[src/rtl/calc_pkg.sv]
// Shared definitions for the calculator digit-entry path: BCD digit width, limit and single-digit step helpers.
package calc_pkg;

  localparam int unsigned BCD_W = 4;
  localparam logic [BCD_W-1:0] BCD_MAX = 4'd9;

  typedef enum logic [1:0] {
    OP_HOLD,
    OP_CLR,
    OP_INC,
    OP_DEC
  } op_e;

  // Returns {carry, digit}; carry doubles as the "digit is nine" flag.
  function automatic logic [BCD_W:0] bcd_inc(input logic [BCD_W-1:0] d);
    logic [BCD_W:0] r;
    if (d >= BCD_MAX) r = {1'b1, {BCD_W{1'b0}}};
    else              r = {1'b0, d + BCD_W'(1)};
    return r;
  endfunction

  // Returns {borrow, digit}; borrow doubles as the "digit is zero" flag.
  function automatic logic [BCD_W:0] bcd_dec(input logic [BCD_W-1:0] d);
    logic [BCD_W:0] r;
    if (d == '0) r = {1'b1, BCD_MAX};
    else         r = {1'b0, d - BCD_W'(1)};
    return r;
  endfunction

endpackage

[src/rtl/btn_conditioner.sv]
// Raw push-button conditioning: synchroniser chain, debouncer and rising-edge pulse.
module btn_conditioner #(
  parameter int unsigned SYNC_STAGES  = 2,
  parameter int unsigned DEBOUNCE_CYC = 16
) (
  input  logic clk,
  input  logic reset,
  input  logic btn_raw,
  output logic level,
  output logic rise
);

  localparam int unsigned CNT_W = (DEBOUNCE_CYC > 1) ? $clog2(DEBOUNCE_CYC) : 1;

  logic [SYNC_STAGES-1:0] r_sync;
  logic [SYNC_STAGES-1:0] r_fill;
  logic                   w_s;
  logic                   w_level;
  logic                   r_level_q;
  logic                   r_armed;

  assign w_s = r_sync[SYNC_STAGES-1];

  // r_fill marks when the chain holds only post-reset samples.
  always_ff @(posedge clk) begin
    if (reset) begin
      r_sync <= '0;
      r_fill <= '0;
    end else begin
      r_sync <= {r_sync[SYNC_STAGES-2:0], btn_raw};
      r_fill <= {r_fill[SYNC_STAGES-2:0], 1'b1};
    end
  end

  if (DEBOUNCE_CYC == 0) begin : g_bypass
    assign w_level = w_s;
  end else begin : g_debounce
    logic [CNT_W-1:0] r_cnt;
    logic             r_level;

    always_ff @(posedge clk) begin
      if (reset) begin
        r_cnt   <= '0;
        r_level <= 1'b0;
      end else if (w_s == r_level) begin
        r_cnt <= '0;
      end else if (r_cnt == CNT_W'(DEBOUNCE_CYC - 1)) begin
        r_level <= w_s;
        r_cnt   <= '0;
      end else begin
        r_cnt <= r_cnt + CNT_W'(1);
      end
    end

    assign w_level = r_level;
  end

  // Edges are only honoured once the button has been seen released after reset,
  // so a press held through reset never counts.
  always_ff @(posedge clk) begin
    if (reset) begin
      r_level_q <= 1'b0;
      r_armed   <= 1'b0;
    end else begin
      r_level_q <= w_level;
      r_armed   <= r_armed | (r_fill[SYNC_STAGES-1] & ~w_s & ~w_level);
    end
  end

  assign level = w_level;
  assign rise  = w_level & ~r_level_q & r_armed;

endmodule

[src/rtl/bcd_updown_counter.sv]
// Multi-digit BCD up/down counter stepped by debounced inc/dec push-buttons, with clear, step and wrap pulses.
module bcd_updown_counter
  import calc_pkg::*;
#(
  parameter int unsigned DIGITS       = 4,
  parameter int unsigned DEBOUNCE_CYC = 16,
  parameter int unsigned SYNC_STAGES  = 2
) (
  input  logic                      clk,
  input  logic                      reset,
  input  logic                      inc_btn,
  input  logic                      dec_btn,
  input  logic                      clr,
  output logic [BCD_W*DIGITS-1:0]   count,
  output logic                      step,
  output logic                      wrap
);

  localparam int unsigned CNT_W = BCD_W * DIGITS;

  logic             w_inc_p;
  logic             w_dec_p;
  logic             w_inc_lvl;
  logic             w_dec_lvl;
  logic             w_unused_lvl;
  logic [CNT_W-1:0] r_count;
  logic [CNT_W-1:0] w_inc_val;
  logic [CNT_W-1:0] w_dec_val;
  logic [CNT_W-1:0] w_count_nxt;
  logic [DIGITS-1:0] w_is9;
  logic [DIGITS-1:0] w_is0;
  logic             r_step;
  logic             r_wrap;
  logic             w_step_nxt;
  logic             w_wrap_nxt;
  op_e              w_op;

  btn_conditioner #(
    .SYNC_STAGES (SYNC_STAGES),
    .DEBOUNCE_CYC(DEBOUNCE_CYC)
  ) u_inc_btn (
    .clk    (clk),
    .reset  (reset),
    .btn_raw(inc_btn),
    .level  (w_inc_lvl),
    .rise   (w_inc_p)
  );

  btn_conditioner #(
    .SYNC_STAGES (SYNC_STAGES),
    .DEBOUNCE_CYC(DEBOUNCE_CYC)
  ) u_dec_btn (
    .clk    (clk),
    .reset  (reset),
    .btn_raw(dec_btn),
    .level  (w_dec_lvl),
    .rise   (w_dec_p)
  );

  // Debounced levels are available for observation but the count only uses edges.
  assign w_unused_lvl = w_inc_lvl ^ w_dec_lvl;

  // A digit moves when every lower digit is at its limit (all nines up, all zeros down).
  for (genvar gi = 0; gi < DIGITS; gi++) begin : g_digit
    logic [BCD_W-1:0] w_cur;
    logic [BCD_W:0]   w_inc_d;
    logic [BCD_W:0]   w_dec_d;
    logic             w_cin;
    logic             w_bin;

    assign w_cur       = r_count[gi*BCD_W +: BCD_W];
    assign w_inc_d     = bcd_inc(w_cur);
    assign w_dec_d     = bcd_dec(w_cur);
    assign w_is9[gi]   = w_inc_d[BCD_W];
    assign w_is0[gi]   = w_dec_d[BCD_W];

    if (gi == 0) begin : g_lsd
      assign w_cin = 1'b1;
      assign w_bin = 1'b1;
    end else begin : g_upper
      assign w_cin = &w_is9[gi-1:0];
      assign w_bin = &w_is0[gi-1:0];
    end

    assign w_inc_val[gi*BCD_W +: BCD_W] = w_cin ? w_inc_d[BCD_W-1:0] : w_cur;
    assign w_dec_val[gi*BCD_W +: BCD_W] = w_bin ? w_dec_d[BCD_W-1:0] : w_cur;
  end

  always_comb begin
    w_op        = OP_HOLD;
    w_count_nxt = r_count;
    w_step_nxt  = 1'b0;
    w_wrap_nxt  = 1'b0;

    if (clr)                     w_op = OP_CLR;
    else if (w_inc_p && w_dec_p) w_op = OP_HOLD;
    else if (w_inc_p)            w_op = OP_INC;
    else if (w_dec_p)            w_op = OP_DEC;

    case (w_op)
      OP_CLR: w_count_nxt = '0;
      OP_INC: begin
        w_count_nxt = w_inc_val;
        w_step_nxt  = 1'b1;
        w_wrap_nxt  = &w_is9;
      end
      OP_DEC: begin
        w_count_nxt = w_dec_val;
        w_step_nxt  = 1'b1;
        w_wrap_nxt  = &w_is0;
      end
      default: w_count_nxt = r_count;
    endcase
  end

  always_ff @(posedge clk) begin
    if (reset) begin
      r_count <= '0;
      r_step  <= 1'b0;
      r_wrap  <= 1'b0;
    end else begin
      r_count <= w_count_nxt;
      r_step  <= w_step_nxt;
      r_wrap  <= w_wrap_nxt;
    end
  end

  assign count = r_count;
  assign step  = r_step;
  assign wrap  = r_wrap;

endmodule

[config.mk]
export PLATFORM = sky130hd
export DESIGN_NAME = bcd_updown_counter
export DESIGN_NICKNAME = d
export VERILOG_FILES = /design/src/rtl/calc_pkg.sv /design/src/rtl/btn_conditioner.sv /design/src/rtl/bcd_updown_counter.sv
export SDC_FILE = /design/constraint.sdc
export NUM_CORES = 1
export LEC_CHECK = 0
export CORE_MARGIN = 10
export CORE_UTILIZATION = 35
export DETAILED_ROUTE_END_ITERATION = 8
export MAX_ROUTING_LAYER = met4
export SLEW_MARGIN = 5
export SYNTH_ARGS = -nofsm -noshare
export SYNTH_HDL_FRONTEND = slang
export SYNTH_SLANG_ARGS = --single-unit
[constraint.sdc]
create_clock -name clk -period 2.4 [get_ports clk]
set_input_delay 0.24 -clock clk [delete_from_list [all_inputs] [get_ports clk]]
set_output_delay 0.24 -clock clk [all_outputs]
set_load 0.005 [all_outputs]
## Word-level counts from Yosys, hierarchy flattened

Cells that the tools add are included.

| operators by class | value |
|---|---|
| reduce and logical (&&, ||, !) cells | 20 |
| add/subtract/negate cells | 10 |
| equality and inequality tests | 13 |
| $lt $le $gt $ge | 4 |
| muxes and demuxes | 23 |
| bitwise gates (word level) | 18 |

Operators by type and width:

| cell | count |
|---|---|
| one-hot mux 16 bit (3 select lines) | 1 |
| two-way mux 5 bit | 8 |
| adder 4 x 1 -> 4 bit, second input constant | 6 |
| two-way mux 4 bit | 6 |
| >= comparator 4 bit, second input constant | 4 |
| zero test 4 bit | 4 |
| subtractor 4 x 1 -> 4 bit, second input constant | 4 |
| AND reduction 3 bit | 5 |
| inequality test 2 bit, second input constant | 6 |
| AND 1 bit | 8 |
| equality test 4 bit, second input constant | 2 |
| two-way mux 2 bit | 4 |
| NOT 1 bit | 8 |
| AND reduction 2 bit | 4 |
| AND reduction 4 bit | 2 |
| OR reduction 3 bit | 2 |
| equality test 2 bit, second input constant | 2 |
| two-way mux 1 bit | 3 |
| nonzero test 3 bit | 1 |
| equality test 1 bit | 2 |
| equality test 2 x 1 -> 1 bit, second input constant | 1 |
| OR 1 bit | 2 |
| one-hot mux 1 bit (2 select lines) | 1 |
| OR reduction 2 bit | 1 |
| logical AND 1 bit | 1 |

| word-level totals | value |
|---|---|
| bits of input ports | 5 |
| output and inout bits | 18 |
| word-level logic and storage cells | 108 |
| flip-flop bits (word level) | 40 |

## Logic depth before layout (Yosys ltp)

| depth | value |
|---|---|
| depth in word-level cells | 10 |
| gate-level depth with buffers | 8 |
| depth with buffers taken out | 7 |

## Hierarchy

Synthesis repeated with hierarchy kept, for this count alone.

| unflattened totals | value |
|---|---|
| cells, all modules | 277 |
| area, all modules | 2,371.0 um^2 |

Modules (own cells, without submodules):

| module | cells an instance | instances | sequential area each (um^2) | area each (um^2) |
|---|---|---|---|---|
| bcd_updown_counter | 207 | 1 | 360.3 | 1,645.3 |
| btn_conditioner | 35 | 2 | 220.2 | 362.8 |

## Worst setup path before layout

Ideal clock, no wire load.

| path | value |
|---|---|
| kind | register to register |
| from | register u_dec_btn.g_debounce.r_level (netlist: u_dec_btn.level) |
| to | register r_wrap (netlist: wrap) |
| path buffers | 1 |
| period minus slack after synthesis | 2,008 ps |
| required time | 2,330 ps |
| stages on the path, launching flop included | 7 |
| slack | 392 ps |
| data arrival time | 1,938 ps |
| library setup time | 70 ps |
| cells stage by stage | dfxtp_1 > and3b_1 > ha_1 > buf_6 > or3_4 > or4_1 > a21oi_1 |

| on the way | value |
|---|---|
| longest elaborated chain between the ends | 8 |
| elaborated cells between the ends (all ways) | 10 |
| those cells by class | eq/ne (2); mux (5); bitwise (2); reduce/logical (1) |

Ends and longest elaborated chain:

| item | line | text |
|---|---|---|
| start: declaration | btn_conditioner.sv:39 | `logic r_level;` |
| start signal: assignment | btn_conditioner.sv:48 | `r_level <= w_s;` |
| AND 1 bit * (2 in a row) | btn_conditioner.sv:71 | `assign rise = w_level & ~r_level_q & r_armed;` |
| two-way mux 2 bit | bcd_updown_counter.sv:98 | `else if (w_dec_p) w_op = OP_DEC;` |
| two-way mux 2 bit | bcd_updown_counter.sv:97 | `else if (w_inc_p) w_op = OP_INC;` |
| two-way mux 2 bit * | bcd_updown_counter.sv:96 | `else if (w_inc_p && w_dec_p) w_op = OP_HOLD;` |
| two-way mux 2 bit * | bcd_updown_counter.sv:95 | `if (clr) w_op = OP_CLR;` |
| equality test 2 bit | bcd_updown_counter.sv:100 | `case (w_op)` |
| one-hot mux 1 bit (2 select lines) * | bcd_updown_counter.sv:100 |  |
| end signal: assignment | bcd_updown_counter.sv:124 | `r_wrap <= w_wrap_nxt;` |
| end: declaration | bcd_updown_counter.sv:33 | `logic r_wrap;` |

Every way passes the cells marked *; elsewhere a longest branch is shown, timed or not.
A chain may end at the register's enable or synchronous reset.

## Worst setup path after layout

| path | value |
|---|---|
| from | register u_dec_btn.g_debounce.r_level (netlist: u_dec_btn.level) |
| to | register r_count[13] (netlist: count[13]) |

| on the way | value |
|---|---|
| longest elaborated chain between the ends | 9 |
| elaborated cells between the ends (all ways) | 15 |
| those cells by class | eq/ne (5); mux (5); bitwise (2); reduce/logical (3) |

Ends and longest elaborated chain:

| item | line | text |
|---|---|---|
| AND 1 bit * (2 in a row) | btn_conditioner.sv:71 |  |
| two-way mux 2 bit | bcd_updown_counter.sv:98 |  |
| two-way mux 2 bit | bcd_updown_counter.sv:97 |  |
| two-way mux 2 bit * | bcd_updown_counter.sv:96 |  |
| two-way mux 2 bit * | bcd_updown_counter.sv:95 |  |
| equality test 2 bit or equality test 2 x 1 -> 1 bit (tied branches) | bcd_updown_counter.sv:100 |  |
| inequality test 2 bit (no line) or nonzero test 3 bit (tied branches) | -- |  |
| AND reduction 3 bit (no line) | -- |  |
| end signal: assignment | bcd_updown_counter.sv:122 | `r_count <= w_count_nxt;` |
| end: declaration | bcd_updown_counter.sv:26 | `logic [CNT_W-1:0] r_count;` |

Marked as above.

==> impl_metrics.ini <==
[global_routing]
top_usage_layer = met2
use_met2 = 0.1533
grt_pass1_wl_mm = 8.763
grt_usage = 0.1055
grt_max_degree = 26
grt_pass1_vias = 1835
antenna_found_initial = 0
use_met3 = 0.02110
grt-ovfl-total = 0
use_met1 = 0.1433

[clock_tree]
cts.repair.resized = 0
cts_buffers = 5
clk_pin_slew_worst_paths_ps = 80
cts.sinks = 38
h-tree-depth = 2
ctsHoldBuffers = 0
clockBufferDepth = 2
root_buffer = clkbuf_8
cts_tree = done
postCtsSetupBuffers = 0
clk_latency_ps = 290

[yosys]
yosysMostFrequentCell = dfxtp_1
synthCells = 268
yosysTopAreaCell = dfxtp_1
ys_types = 61
ys.flop_type = dfxtp_1
avgSynthCellArea_um2 = 8.642
ys_seq_area_frac = 0.3285
netlist_area_mm2 = 0.002316
synth_top_area_frac = 0.3285
ys_top_cells_by_count = dfxtp_1 (38), nor2_1 (25), nand2_1 (19)
synth-async-reset-ratio = 0
synth_edf_count = 0
syn_nets = 288
yosys_warnings = 0
synthTopCellsByArea = dfxtp_1 (33%), ha_1 (8.1%), nor2_1 (4.1%), a21oi_1 (3.7%), nand2_1 (3.1%)
ys_seq_elements = 38

[pwr]
worst_ir_drop_vdd_mv = 0.2787
power_leakage_nw = 1.006
p_per_area_mw_per_mm2 = 420.0

[route]
drtIter0Drc = 92
antenna_left = 0
drt_wl_total_mm = 5.246
wire_per_inst_um = 14.03
vias = 1992
drt_pre_antenna_iters = 4
drc_errors = 0
via_per_inst = 5.326

[sta]
finalMaxSlewViolations = 0
slew-limit-headroom = 0.6965
setup_tns_ps = 0
rsz0062_at_grt = false
post-route-period-util = 0.9164
hold_violations = 0
max_clock_freq_mhz = 454.7
setup_viol = 0
fin_skew_ps = 3.747
setup_ws_ps = 200.7
fin_crit_ps = 2199
worstMarginPinSlew_ps = 454.7

[placed_design]
gp_congestion = 0.8429
dp_hpwl_mm = 3.857
portBuffers = 22
post-place-ws_ps = 191.5

[min_path]
hold_class = flop to flop

[final_layout]
n_antenna_cell = 0
fill_cells = 645
syn_to_final_growth_pct = 18.15
final_util = 0.4285
layout-drive-gt1-share = 0.1111
nNetsFinal = 316

[die]
initial_core_util = 0.3627
die_h_um = 101.3
core_mm2 = 0.006386
dieArea_mm2 = 0.01027
row_count = 29
die_w_um = 101.3
io_pins = 23

[worst_setup_path]
cp.required_ps = 2580
startpoint_type = flop
critPathArrivalTime_ps = 2380
critPathKind = flop to flop
rrSetupSlack_ps = 200
cp_max_fo = 5
crit_path_end_kind = flop

[flow_run]
cap_violations = 0

[status]
outcome = completed
==> report_power, final <==
| part | total, W | internal, W | switching [W] | leakage (nW) |
|---|---|---|---|---|
| Combinational | 0.0000447 | 0.0000192 | 0.0000254 | 0.651 |
| Clock | 0.000462 | 0.000231 | 0.000232 | 0.0472 |
| Sequential | 0.000642 | 0.000638 | 0.00000401 | 0.308 |
==> cells in the final DEF, fill, tap and decap left out, drive strengths merged, types with 7 or more instances in the layout <==
cell            n
a21oi          18
ha             15
dfxtp          38
inv            17
buf            11
clkdlybuf4s50  22
nand2          20
nor2           25
o31ai           7
nor2b           7
o21ai          15
xnor2           7
==> final timing paths <==
check                                from                             end  cells past startpoint
max          u_dec_btn.level$_SDFFE_PP0P_          count[13]$_SDFFE_PP0P_                      7
max reg2reg  u_dec_btn.level$_SDFFE_PP0P_          count[13]$_SDFFE_PP0P_                      7
min reg2reg   u_dec_btn.r_fill[0]$_DFF_P_  u_inc_btn.r_fill[1]$_SDFF_PP0_                      1
min           u_dec_btn.r_fill[0]$_DFF_P_  u_inc_btn.r_fill[1]$_SDFF_PP0_                      1
==> sequential cells by signal, indices dropped and copies added, names as in the netlist <==
register and count:
count 16, u_dec_btn.g_debounce.r_cnt 4, u_inc_btn.g_debounce.r_cnt 4, u_dec_btn.r_sync 2, u_inc_btn.r_sync 2, step 1
u_dec_btn.level 1, u_dec_btn.r_armed 1, u_dec_btn.r_fill 1, u_dec_btn.r_level_q 1, u_inc_btn.level 1, u_inc_btn.r_armed 1
u_inc_btn.r_fill 1, u_inc_btn.r_level_q 1, wrap 1
==> cells by family after synthesis <==
| logic type | count (synthesis) | share of synthesized area |
|---|---|---|
| adder cells (fa/ha/maj) | 15 | 0.08104 |
| AO/OA/AOI/OAI | 67 | 0.2010 |
| multiplexers | 8 | 0.03566 |
| buffers and inverters | 30 | 0.06104 |
| AND/OR/NAND/NOR | 100 | 0.2550 |
| flip-flops | 38 | 0.3285 |
| XOR/XNOR | 10 | 0.03782 |
==> metrics by stage <==
step,std cells,total power (W),hold WS [ps],instance area (µm²)
5_1_grt,374,0.001196,456.9,2736
4_1_cts,374,0.001168,439.3,2736
3_5_place_dp,366,0.0007021,420.4,2641
3_3_place_gp,366,0.0007014,417.8,2641
6_report,374,0.001149,435.8,2736
2_1_floorplan,268,0.0006860,368.2,2316
==> per-layer routing <==
layer	share of wire	up-vias
li1	-	1019
met1	0.51	942
met2	0.45	29
met3	0.032	2
met4	0.0019	0
met5	0	-
==> final cells by class <==
cell class,count,area [µm²],area share
clock buffer,6,82.58,0.03018
clock inverter,2,12.51,0.004572
inverter,18,67.56,0.02469
multi-input combinational,200,1414,0.5167
sequential,38,760.7,0.2780
tap,77,96.34,0.03521
timing repair buffer,33,302.8,0.1107
==> worst max-delay path, stage by stage, from the launching register on <==
cell	delay [ps]
dfxtp_1	350
and3b_1	190
ha_1	390
or3b_1	440
nor2_1	190
nor2_1	70
nand2_2	130
mux2_1	330
No activity file was read; power rests on OpenSTA's default activity.
